<file path="src/rtl/uart_rx_oversampled.sv">
// UART receiver with a 2-flop input synchronizer, mid-bit sampling and parity/stop checks.
// Frame: start, INPUT_DATA_WIDTH data bits LSB-first, parity, stop; CLOCKS_PER_STATE clk per bit.
module uart_rx_oversampled #(
   parameter int unsigned INPUT_DATA_WIDTH = 8,
   parameter int unsigned CLOCKS_PER_STATE = 8,
   parameter bit          PARITY_ODD       = 1'b0
) (
   input  logic                        clk,
   input  logic                        reset,
   input  logic                        serial_in,
   output logic [INPUT_DATA_WIDTH-1:0] received_data,
   output logic                        data_is_valid,
   output logic                        rx_error,
   output logic                        rx_busy
);

   localparam int unsigned CW = $clog2(CLOCKS_PER_STATE);
   localparam int unsigned BW = $clog2(INPUT_DATA_WIDTH + 1);
   localparam logic [CW-1:0] CNT_MID  = CW'(CLOCKS_PER_STATE / 2 - 1);
   localparam logic [CW-1:0] CNT_LAST = CW'(CLOCKS_PER_STATE - 1);
   localparam logic [BW-1:0] BIT_LAST = BW'(INPUT_DATA_WIDTH - 1);

   typedef enum logic [2:0] {S_IDLE, S_START, S_DATA, S_PARITY, S_STOP} state_t;

   state_t                      state_q, state_d;
   logic [1:0]                  sync_q, sync_d;
   logic [CW-1:0]               cyc_q, cyc_d;
   logic [BW-1:0]               bit_q, bit_d;
   logic [INPUT_DATA_WIDTH-1:0] shift_q, shift_d;
   logic                        par_q, par_d;
   logic [INPUT_DATA_WIDTH-1:0] data_q, data_d;
   logic                        valid_q, valid_d;
   logic                        err_q, err_d;
   logic                        rx_s, mid, last;

   assign rx_s = sync_q[1];
   assign mid  = (cyc_q == CNT_MID);
   assign last = (cyc_q == CNT_LAST);

   always_comb begin
      sync_d  = {sync_q[0], serial_in};
      state_d = state_q;
      cyc_d   = cyc_q;
      bit_d   = bit_q;
      shift_d = shift_q;
      par_d   = par_q;
      data_d  = data_q;
      valid_d = 1'b0;
      err_d   = 1'b0;
      if (state_q != S_IDLE) cyc_d = last ? '0 : cyc_q + 1'b1;
      case (state_q)
         S_IDLE: begin
            cyc_d = '0;
            bit_d = '0;
            if (!rx_s) state_d = S_START;
         end
         S_START: begin
            if (mid && rx_s) begin
               state_d = S_IDLE;
               cyc_d   = '0;
            end else if (last) begin
               state_d = S_DATA;
            end
         end
         S_DATA: begin
            if (mid) shift_d = {rx_s, shift_q[INPUT_DATA_WIDTH-1:1]};
            if (last) begin
               bit_d = bit_q + 1'b1;
               if (bit_q == BIT_LAST) state_d = S_PARITY;
            end
         end
         S_PARITY: begin
            if (mid) par_d = rx_s;
            if (last) state_d = S_STOP;
         end
         S_STOP: begin
            // Leave at mid-stop so a start bit directly after the stop bit is caught.
            if (mid) begin
               state_d = S_IDLE;
               cyc_d   = '0;
               if (rx_s && (par_q == ((^shift_q) ^ PARITY_ODD))) begin
                  data_d  = shift_q;
                  valid_d = 1'b1;
               end else begin
                  err_d = 1'b1;
               end
            end
         end
         default: state_d = S_IDLE;
      endcase
   end

   always_ff @(posedge clk or posedge reset) begin
      if (reset) begin
         state_q <= S_IDLE;
         sync_q  <= '1;
         cyc_q   <= '0;
         bit_q   <= '0;
         shift_q <= '0;
         par_q   <= 1'b0;
         data_q  <= '0;
         valid_q <= 1'b0;
         err_q   <= 1'b0;
      end else begin
         state_q <= state_d;
         sync_q  <= sync_d;
         cyc_q   <= cyc_d;
         bit_q   <= bit_d;
         shift_q <= shift_d;
         par_q   <= par_d;
         data_q  <= data_d;
         valid_q <= valid_d;
         err_q   <= err_d;
      end
   end

   assign received_data = data_q;
   assign data_is_valid = valid_q;
   assign rx_error      = err_q;
   assign rx_busy       = (state_q != S_IDLE);

endmodule
</file>
<file path="config.mk">
export PLATFORM = sky130hd
export DESIGN_NAME = uart_rx_oversampled
export DESIGN_NICKNAME = d
export VERILOG_FILES = /design/src/rtl/uart_rx_oversampled.sv
export SDC_FILE = /design/constraint.sdc
export NUM_CORES = 1
export LEC_CHECK = 0
export ABC_AREA = 1
export CAP_MARGIN = 20
export CORE_MARGIN = 2
export CORE_UTILIZATION = 51
export CTS_CLUSTER_SIZE = 40
export DETAILED_ROUTE_END_ITERATION = 16
export PLACE_DENSITY = 0.83
export REMOVE_ABC_BUFFERS = 1
export SLEW_MARGIN = 5
export SYNTH_ARGS = -nofsm -noshare
export SYNTH_HDL_FRONTEND = slang
export SYNTH_SLANG_ARGS = --single-unit
export TNS_END_PERCENT = 50
</file>
<file path="constraint.sdc">
create_clock -name clk -period 1.5 [get_ports clk]
set_clock_uncertainty 0.05 [all_clocks]
set_input_delay 0.3 -clock clk [delete_from_list [all_inputs] [get_ports clk]]
set_output_delay 0.3 -clock clk [all_outputs]
set_load 0.05 [all_outputs]
</file>
==> flow_metrics.py, run 1 <==
metrics = {
    "outcome": {
        "status": "complete, but fails checks",
        "violations": "setup timing",
    },
    "die": {
        "core-area_um2": 3030,
        "die_area_um2": 3640,
        "fp-row-count": 20,
        "pin_count": 14,
        "fp.dieH_um": 60.3,
        "start_util_pct": 53.4,
        "die_w_um": 60.3,
    },
    "global_route": {
        "grt_pass1_wl_um": 6100,
        "antenna_found_initial": 0,
        "grt_max_degree": 17,
        "grt_pass1_vias": 1385,
        "grt.total_usage_pct": 23.5,
        "gr-total-overflow": 0,
    },
    "yosys": {
        "syn_inst": 194,
        "ys_ff_latch": 31,
        "syn_area_per_cell_um2": 8.34,
        "yosysSeqAreaShare_pct": 48.1,
        "yosysWarnings": 0,
        "ys_types": 25,
        "syn-cell-area_um2": 1620,
    },
    "drt": {
        "final_antenna_net_count": 0,
        "first_iter_violations": 117,
        "wl_um": 4720,
        "first_pass_iters": 5,
        "viasPerCell": 5.43,
        "route.detailed.drc": 0,
        "post_drt_wl_per_cell_um": 15.9,
        "num_vias": 1607,
    },
    "placed_design": {
        "place.gp.congestion": 0.836,
        "hpwl_um": 2290,
        "port_buffers": 13,
        "dpl_worst_slack_ns": -0.0886,
    },
    "final_layout": {
        "mostFrequentLayoutCells": "61 x nand2_1, 34 x buf_4, 25 x dfrtp_1, 15 x inv_1, 12 x nand3_1",
        "fillCellCount": 161,
        "drive_gt1_share_pct": 44.4,
        "nets": 259,
        "syn_to_final_growth_pct": 49.1,
        "diodes": 0,
        "mostFrequentLayoutCell": "nand2_1",
    },
    "cts": {
        "clk_latency_ns": 0.34,
        "cts_made_buffers": 5,
        "cts_max_level": 2,
        "clock_sinks": 31,
        "cts-root-buf": "clkbuf_4",
        "clkSlewWorstSetupHoldPaths_ns": 0.10,
        "tritoncts": "built",
        "clock_path_buffers": 2,
        "cts-hold-fix-buffers": 0,
    },
    "setup_path": {
        "path_class": "flop to flop",
        "start_kind": "flop",
        "cp.required_ns": 1.68,
        "arrival_ns": 1.83,
        "crit_fanout": 4,
        "setup.worst_path.end_class": "flop",
    },
    "sta": {
        "finalSetupViolations": 16,
        "post-route-period-util_pct": 110,
        "tightestPinTransition_ns": 0.344,
        "setup_tns_ns": -1.50,
        "fin_ws_ns": -0.147,
        "rsz0062_at_grt": "yes",
        "hold_slack_ns": 0.150,
        "slew_violations": 0,
        "fin_crit_ns": 1.65,
        "hold_viol_final": 0,
        "maxSlewHeadroom_pct": 77.1,
        "max_freq_mhz": 607,
    },
    "pwr": {
        "irDropWorstVdd_v": 0.00110,
        "static-leakage-power_uw": 0.00123,
        "power.total_uw": 3960,
        "p_per_area_nw_per_um2": 1640,
    },
    "worst_hold_path": {
        "min_path_type": "input pin to async pin",
    },
    "flow_run": {
        "max-cap-violations": 0,
    },
}
==> worst max-delay path, cell delays in order, from the launching register on <==
cell and delay, ns:
dfrtp_1 0.43, nor2_2 0.15, inv_1 0.07, nand2_1 0.08, nand2_2 0.08, nand2_2 0.08
nand2_4 0.07, nand3_4 0.14, buf_4 0.12, nand3_1 0.07, nand3_1 0.11, inv_1 0.06
==> state kept, by name, indices dropped and copies added, names as in the netlist <==
| register | count |
|---|---|
| cyc_q | 3 |
| shift_q | 8 |
| state_q | 3 |
| data_is_valid | 1 |
| par_q | 1 |
| bit_q | 4 |
| sync_q | 2 |
| received_data | 8 |
| rx_error | 1 |
==> where the power goes <==
| part | switching (µW) | internal, µW | total (µW) |
|---|---|---|---|
| Combinational | 1340 | 993 | 2340 |
| Clock | 287 | 227 | 513 |
| Sequential | 149 | 964 | 1110 |
==> cell usage after synthesis <==
cell type | n | area (µm²)
inv_1 | 23 | 86.3
a21oi_1 | 5 | 25.0
buf_2 | 1 | 5.00
a21oi_4 | 1 | 16.3
a31oi_1 | 1 | 6.26
a211oi_1 | 2 | 15.0
nand3_2 | 1 | 10.0
nand2_2 | 6 | 37.5
nor2_8 | 2 | 40.0
o21ai_0 | 13 | 65.1
o31ai_1 | 1 | 7.51
inv_2 | 3 | 11.3
nor2_2 | 2 | 12.5
nor3_2 | 1 | 10.0
ha_1 | 5 | 62.6
dfstp_2 | 2 | 52.6
nand3_4 | 1 | 17.5
nand2_1 | 67 | 251
nand3_1 | 13 | 65.1
nand4_4 | 1 | 21.3
nor3_1 | 2 | 10.0
o21ai_1 | 3 | 15.0
nor2_1 | 7 | 26.3
nand2_4 | 2 | 22.5
dfrtp_1 | 29 | 726
==> path summary, 6_finish.rpt <==
| kind | start | endpoint | slack (ns) | cells past startpoint |
|---|---|---|---|---|
| max | shift_q[1] | rx_error | -0.15 | 11 |
| min | reset | data_is_valid | 0.15 | 2 |
| max reg2reg | shift_q[1] | rx_error | -0.15 | 11 |
| min reg2reg | sync_q[0] | sync_q[1] | 0.31 | 0 |
| max in group asynchronous | reset | shift_q[5] | 0.72 | 3 |
| min in group clk | serial_in | sync_q[0] | 0.31 | 1 |
==> layer usage <==
metal,track usage [%],vias up,wire length (µm)
li1,-,733,-
met1,29.9,765,1950
met2,36.0,88,2280
met3,6.49,21,294
met4,13.0,0,192
met5,0,-,0
==> kinds of logic after synthesis <==
family	count (synthesis)	synth area share (%)
DFF	31	48.1
adders and majority gates	5	3.87
AOI/OAI and AO/OA	26	9.28
and+or+nand+nor	105	32.4
buffers and inverters	27	6.34
==> final cells by class <==
class                      count  area [µm²]  area share, %
inverter                      26        97.6           4.05
tap                           44        55.1           2.28
multi-input combinational    137         887           36.8
clock buffer                   7        55.1           2.28
clock inverter                 1        5.00          0.207
sequential                    31         783           32.5
timing repair buffer          50         529           21.9
==> what timing repair did <==
action                                  in CTS  in global routing
gates resized for setup                     23                 27
hold endpoints to repair                     0                  0
cloned                                       1                  0
endpoints found under the setup margin      18                 26
pin swaps                                    9                 10
setup buffers                               13                  9
==> stage by stage <==
step / util, % / instance area, µm² / cells
CTS: 74.0 / 2240 / 287
global placement: 66.3 / 2010 / 265
global route: 79.7 / 2410 / 296
detailed placement: 66.3 / 2010 / 265
finish: 79.7 / 2410 / 296
floorplan: - / 1610 / 193
Note: power is estimated with default switching activity, not from simulation.
==> run 2: changes to the inputs <==
--- a/config.mk
+++ b/config.mk
@@ -8,10 +8,10 @@
 export ABC_AREA = 1
 export CAP_MARGIN = 20
 export CORE_MARGIN = 2
-export CORE_UTILIZATION = 51
+export CORE_UTILIZATION = 50
 export CTS_CLUSTER_SIZE = 40
 export DETAILED_ROUTE_END_ITERATION = 16
-export PLACE_DENSITY = 0.83
+export PLACE_DENSITY = 0.79
 export REMOVE_ABC_BUFFERS = 1
 export SLEW_MARGIN = 5
 export SYNTH_ARGS = -nofsm -noshare
==> constraint.sdc (replaced) <==
create_clock -name clk -period 1.85 [get_ports clk]
set_clock_uncertainty 0.05 [all_clocks]
set_input_delay 0.37 -clock clk [delete_from_list [all_inputs] [get_ports clk]]
set_output_delay 0.37 -clock clk [all_outputs]
set_load 0.02 [all_outputs]
==> run 2 against run 1 <==
Against the previous run: the flow now finishes without violations; non-clock buffer count decreased by 34; die area increased by 1.9%; global-route usage decreased by 4.5 points; hold slack improved by 0.16 ns; register-to-register slack improved by 0.33 ns.
==> flow_metrics.py, run 2 (synthesized netlist as in run 1, its figures left out) <==
metrics = {
    "final_layout": {
        "mostFrequentLayoutCells": "67 x nand2_1, 28 x dfrtp_1, 23 x inv_1, 13 x o21ai_0, 13 x nand3_1",
        "nets": 224,
        "drive_gt1_share_pct": 15.7,
        "diodes": 0,
        "syn_to_final_growth_pct": 17.2,
        "mostFrequentLayoutCell": "nand2_1",
    },
    "cts": {
        "cts_made_buffers": 5,
        "cts_max_level": 2,
        "clkSlewWorstSetupHoldPaths_ns": 0.09,
        "clock_path_buffers": 2,
        "clk_latency_ns": 0.33,
        "tritoncts": "built",
        "cts-root-buf": "clkbuf_4",
        "post-cts-setup-buffers": 0,
        "clock_sinks": 31,
    },
    "global_route": {
        "grt_max_degree": 32,
        "antenna_found_initial": 0,
        "grt_pass1_vias": 1165,
        "gr-total-overflow": 0,
        "grt_pass1_wl_um": 5080,
        "grt.total_usage_pct": 19.0,
    },
    "setup_path": {
        "cp_top_family": "flip-flops",
        "cp.required_ns": 1.43,
        "max_stage_delay_ns": 0.47,
        "worstPathCellList": "nor2_4, nand2_2, dlygate4sd2_1",
        "start_kind": "flop",
        "crit_slowest_cell": "dfrtp_2",
        "path_class": "flop to output pin",
        "crit_start": "state_q[0]",
        "cp_num_buf_inv": 1,
        "regToRegStartpoint": "cyc_q[0]",
        "arrival_ns": 1.36,
        "crit_fanout": 5,
        "setup.worst_path.end_class": "output pin",
    },
    "worst_hold_path": {
        "hp-start": "sync_q[0]",
        "min_path_type": "flop to flop",
    },
    "pwr": {
        "irDropWorstVdd_v": 0.000828,
        "static-leakage-power_uw": 0.000989,
        "p_per_area_nw_per_um2": 1230,
    },
    "sta": {
        "post-route-period-util_pct": 96.1,
        "max_freq_mhz": 562,
        "maxSlewHeadroom_pct": 74.1,
        "setup_tns_ns": 0,
        "tightestPinTransition_ns": 0.389,
        "hold_viol_final": 0,
        "finalSetupViolations": 0,
        "hold_slack_ns": 0.310,
        "rsz0062_at_grt": "no",
        "slew_violations": 0,
        "fin_crit_ns": 1.78,
    },
    "drt": {
        "final_antenna_net_count": 0,
        "first_iter_violations": 59,
        "viasPerCell": 4.79,
        "first_pass_iters": 4,
        "post_drt_wl_per_cell_um": 11.0,
        "num_vias": 1250,
        "route.detailed.drc": 0,
        "wl_um": 2870,
    },
    "die": {
        "core-area_um2": 3080,
        "die_w_um": 60.9,
        "fp-row-count": 20,
        "pin_count": 14,
        "die_area_um2": 3710,
        "start_util_pct": 52.6,
        "fp.dieH_um": 60.9,
    },
    "outcome": {
        "status": "finished clean",
    },
    "placed_design": {
        "port_buffers": 13,
        "place.gp.congestion": 0.896,
        "hpwl_um": 2050,
    },
    "flow_run": {
        "max-cap-violations": 0,
    },
}
-- run 2: cell count changes in the layout (fill, tap and decap cells not counted), sizes merged --
cell and change:
buf -45, clkdlybuf4s50 +10, dlygate4sd2 +1, clkbuf +1, clkinv -1, nand4 -1
-- run 2: through the flow --
| step | util, % | total power, µW | std cells | worst slack [ns] | instance area (µm²) |
|---|---|---|---|---|---|
| floorplan | - | 1640 | 193 | 0.299 | 1610 |
| global placement | 59.1 | 1870 | 253 | 0.153 | 1820 |
| detailed placement | 59.1 | 1900 | 253 | 0.154 | 1820 |
| CTS | 61.5 | 2350 | 261 | 0.0441 | 1890 |
| global route | 61.6 | 2530 | 261 | 0.0146 | 1900 |
| finish | 61.6 | 2340 | 261 | 0.0715 | 1900 |
-- run 2: path summary, 6_finish.rpt --
kind / end / slack, ns / depth (start not counted)
min in group asynchronous: cyc_q[2] / 0.36 / 3
max in group asynchronous: sync_q[0] / 1.08 / 3
worst max register to register: state_q[1] / 0.18 / 10
worst min register to register: sync_q[1] / 0.31 / 0
worst min-delay path: sync_q[1] / 0.31 / 0
worst max-delay path: rx_busy / 0.07 / 3
-- run 2: cell type report --
class,instances,area [µm²]
inverter,26,97.6
tap,44,55.1
clock buffer,8,68.8
fill,277,1180
sequential,31,779
timing repair buffer,16,151
multi-input combinational,136,744
-- run 2: timing repair --
item | 4_1_cts | 5_1_grt
resized for setup | 2 | 2
setup endpoints to repair | 1 | 2
pin swaps | 0 | 0
hold buffers | 0 | 0
cloned | 0 | 0
-- run 2: report_power, final --
group	switching [µW]	total, µW	internal [µW]	leakage [µW]
Combinational	651	1010	355	0.000533
Clock	221	444	223	0.0000386
Sequential	106	885	779	0.000417
Total	977	2340	1360	0.000989
-- run 2: routing by layer --
layer / GRT usage, % / vias to the layer above / part of all wire [%]
met1: 25.7 / 560 / 51
met4: 9.32 / 0 / 1.9
met5: 0 / - / 0
met2: 27.3 / 22 / 43
li1: - / 663 / -
met3: 6.40 / 5 / 3.9
==> run 3: changes to the inputs <==
--- a/config.mk
+++ b/config.mk
@@ -7,11 +7,13 @@
 export LEC_CHECK = 0
 export ABC_AREA = 1
 export CAP_MARGIN = 20
+export CELL_PAD_IN_SITES_DETAIL_PLACEMENT = 0
+export CELL_PAD_IN_SITES_GLOBAL_PLACEMENT = 1
 export CORE_MARGIN = 2
-export CORE_UTILIZATION = 50
+export CORE_UTILIZATION = 42
 export CTS_CLUSTER_SIZE = 40
 export DETAILED_ROUTE_END_ITERATION = 16
-export PLACE_DENSITY = 0.79
+export PLACE_DENSITY = 0.85
 export REMOVE_ABC_BUFFERS = 1
 export SLEW_MARGIN = 5
 export SYNTH_ARGS = -nofsm -noshare
==> run 3 against run 2 <==
Against the previous run: highest routed layer unchanged; count of clock-buffer cells in the layout down 1; sequential share of layout area shrank 0.68 points; flip-flop and latch count unchanged; non-clock buffer count rose by 1; die area is 18% higher; first-iteration DRC count fell by 14%.
==> flow_metrics.py, run 3 (synthesized netlist as in run 1, its figures left out) <==
metrics = {
    "outcome": {
        "status": "finished clean",
    },
    "final_layout": {
        "syn_to_final_growth_pct": 19.0,
        "diodes": 0,
        "final_cell_area_um2": 1930,
        "mostFrequentLayoutCells": "67 x nand2_1, 29 x dfrtp_1, 23 x inv_1, 13 x o21ai_0, 13 x nand3_1",
        "multi_input_area_um2": 739,
        "fillCellCount": 360,
        "mostFrequentLayoutCell": "nand2_1",
        "nets": 225,
        "regArea_um2": 778,
        "final_cells": 266,
        "drive_gt1_share_pct": 15.6,
    },
    "setup_path": {
        "cp.required_ns": 1.43,
        "regToRegStartpoint": "cyc_q[0]",
        "cp_top_family": "flip-flops",
        "crit_start": "state_q[0]",
        "start_kind": "flop",
        "arrival_ns": 1.26,
        "worstPathCellList": "nor2_2, nand2_2, dlygate4sd2_1",
        "cp_num_buf_inv": 1,
        "max_stage_delay_ns": 0.44,
        "setup.worst_path.end_class": "output pin",
        "path_class": "flop to output pin",
        "crit_slowest_cell": "dfrtp_1",
        "crit_fanout": 5,
    },
    "global_route": {
        "grt_max_degree": 32,
        "grt.total_usage_pct": 16.2,
        "grt_pass1_vias": 1112,
        "antenna_found_initial": 0,
        "grt_pass1_wl_um": 5200,
        "gr-total-overflow": 0,
    },
    "cts": {
        "post-cts-setup-buffers": 0,
        "cts-hold-fix-buffers": 0,
        "cts_made_buffers": 5,
        "cts_max_level": 2,
        "clock_path_buffers": 2,
        "cts-root-buf": "clkbuf_8",
        "clkSlewWorstSetupHoldPaths_ns": 0.06,
        "clock_sinks": 31,
        "clk_latency_ns": 0.28,
        "tritoncts": "built",
        "cts_resized": 1,
    },
    "pwr": {
        "switching_share_pct": 40.8,
        "p_int_uw": 1450,
        "power_frac_comb_pct": 41.8,
        "pwr-share-clk_pct": 22.2,
        "irDropWorstVdd_v": 0.000609,
        "static-leakage-power_uw": 0.00100,
        "p_switching_uw": 997,
        "p_per_area_nw_per_um2": 1270,
        "pwr-share-seq_pct": 36.0,
    },
    "drt": {
        "first_iter_violations": 51,
        "num_vias": 1243,
        "final_antenna_net_count": 0,
        "route.detailed.drc": 0,
        "post_drt_wl_per_cell_um": 10.9,
        "viasPerCell": 4.67,
        "first_pass_iters": 4,
        "wl_um": 2900,
    },
    "placed_design": {
        "place_inst": 258,
        "hpwl_um": 2080,
        "placed_area_um2": 1830,
        "place.gp.congestion": 0.848,
        "port_buffers": 13,
    },
    "sta": {
        "max_freq_mhz": 594,
        "hold_viol_final": 0,
        "finalSetupViolations": 0,
        "hold_slack_ns": 0.304,
        "rsz0062_at_grt": "no",
        "setup_tns_ns": 0,
        "maxSlewHeadroom_pct": 74.3,
        "slew_violations": 0,
        "post-route-period-util_pct": 91.0,
        "fin_crit_ns": 1.68,
        "tightestPinTransition_ns": 0.383,
    },
    "flow_run": {
        "max-cap-violations": 0,
    },
    "die": {
        "die_area_um2": 4360,
        "pin_count": 14,
        "core-area_um2": 3690,
        "fp.dieH_um": 66.1,
        "fp-row-count": 22,
        "start_util_pct": 43.9,
        "die_w_um": 66.1,
    },
    "worst_hold_path": {
        "hp-start": "sync_q[0]",
        "min_path_type": "flop to flop",
    },
}
## run 3: final timing paths
path	endpoint	slack, ns	cells after the start
hold reg to reg	sync_q[1]	0.30	0
max in group asynchronous	sync_q[0]	1.01	3
hold / removal	sync_q[1]	0.30	0
setup reg to reg	state_q[1]	0.19	10
setup / recovery	rx_busy	0.17	3
min in group asynchronous	received_data[7]	0.42	3
## run 3: power by group through the flow
stage	Combinational [µW]	Sequential [µW]	Clock (µW)
after global routing	1160	895	594
after CTS	1020	877	568
after detailed placement	1030	890	0
after floorplan	773	870	0
final	1020	879	543
after global placement	1030	888	0
## run 3: stage by stage
| step | worst slack [ns] | util (%) | total power, µW |
|---|---|---|---|
| floorplan | 0.299 | - | 1640 |
| global placement | 0.197 | 49.7 | 1920 |
| detailed placement | 0.200 | 49.7 | 1920 |
| CTS | 0.156 | 52.1 | 2470 |
| global route | 0.0110 | 52.2 | 2650 |
| finish | 0.166 | 52.2 | 2440 |
## run 3: layout make-up
type | instances | share of cell area [%]
repair buffers | 17 | 8.25
clock buffers | 7 | 4.48
well taps | 48 | 3.12
inverters | 26 | 5.07
flip-flops and latches | 31 | 40.4
clock inverters | 1 | 0.260
multi-input cells | 136 | 38.4
## run 3: worst reg2reg max path, delay by kind of cell, from the launching register on
family | cells | cell delay [ns]
fa+ha+maj | 2 | 0.42
flops | 1 | 0.39
simple gates | 4 | 0.34
buf+inv | 2 | 0.20
compound gates | 2 | 0.15
## run 3: routing by layer
metal  share of wire, %  vias up  track usage, %  wire, µm
met4                3.0        0            9.95        87
met2                 41       25            22.5      1180
met1                 53      545            22.7      1530
met3                3.4        7            3.58        98
met5                  0        -               0         0
li1                   -      666               -         -
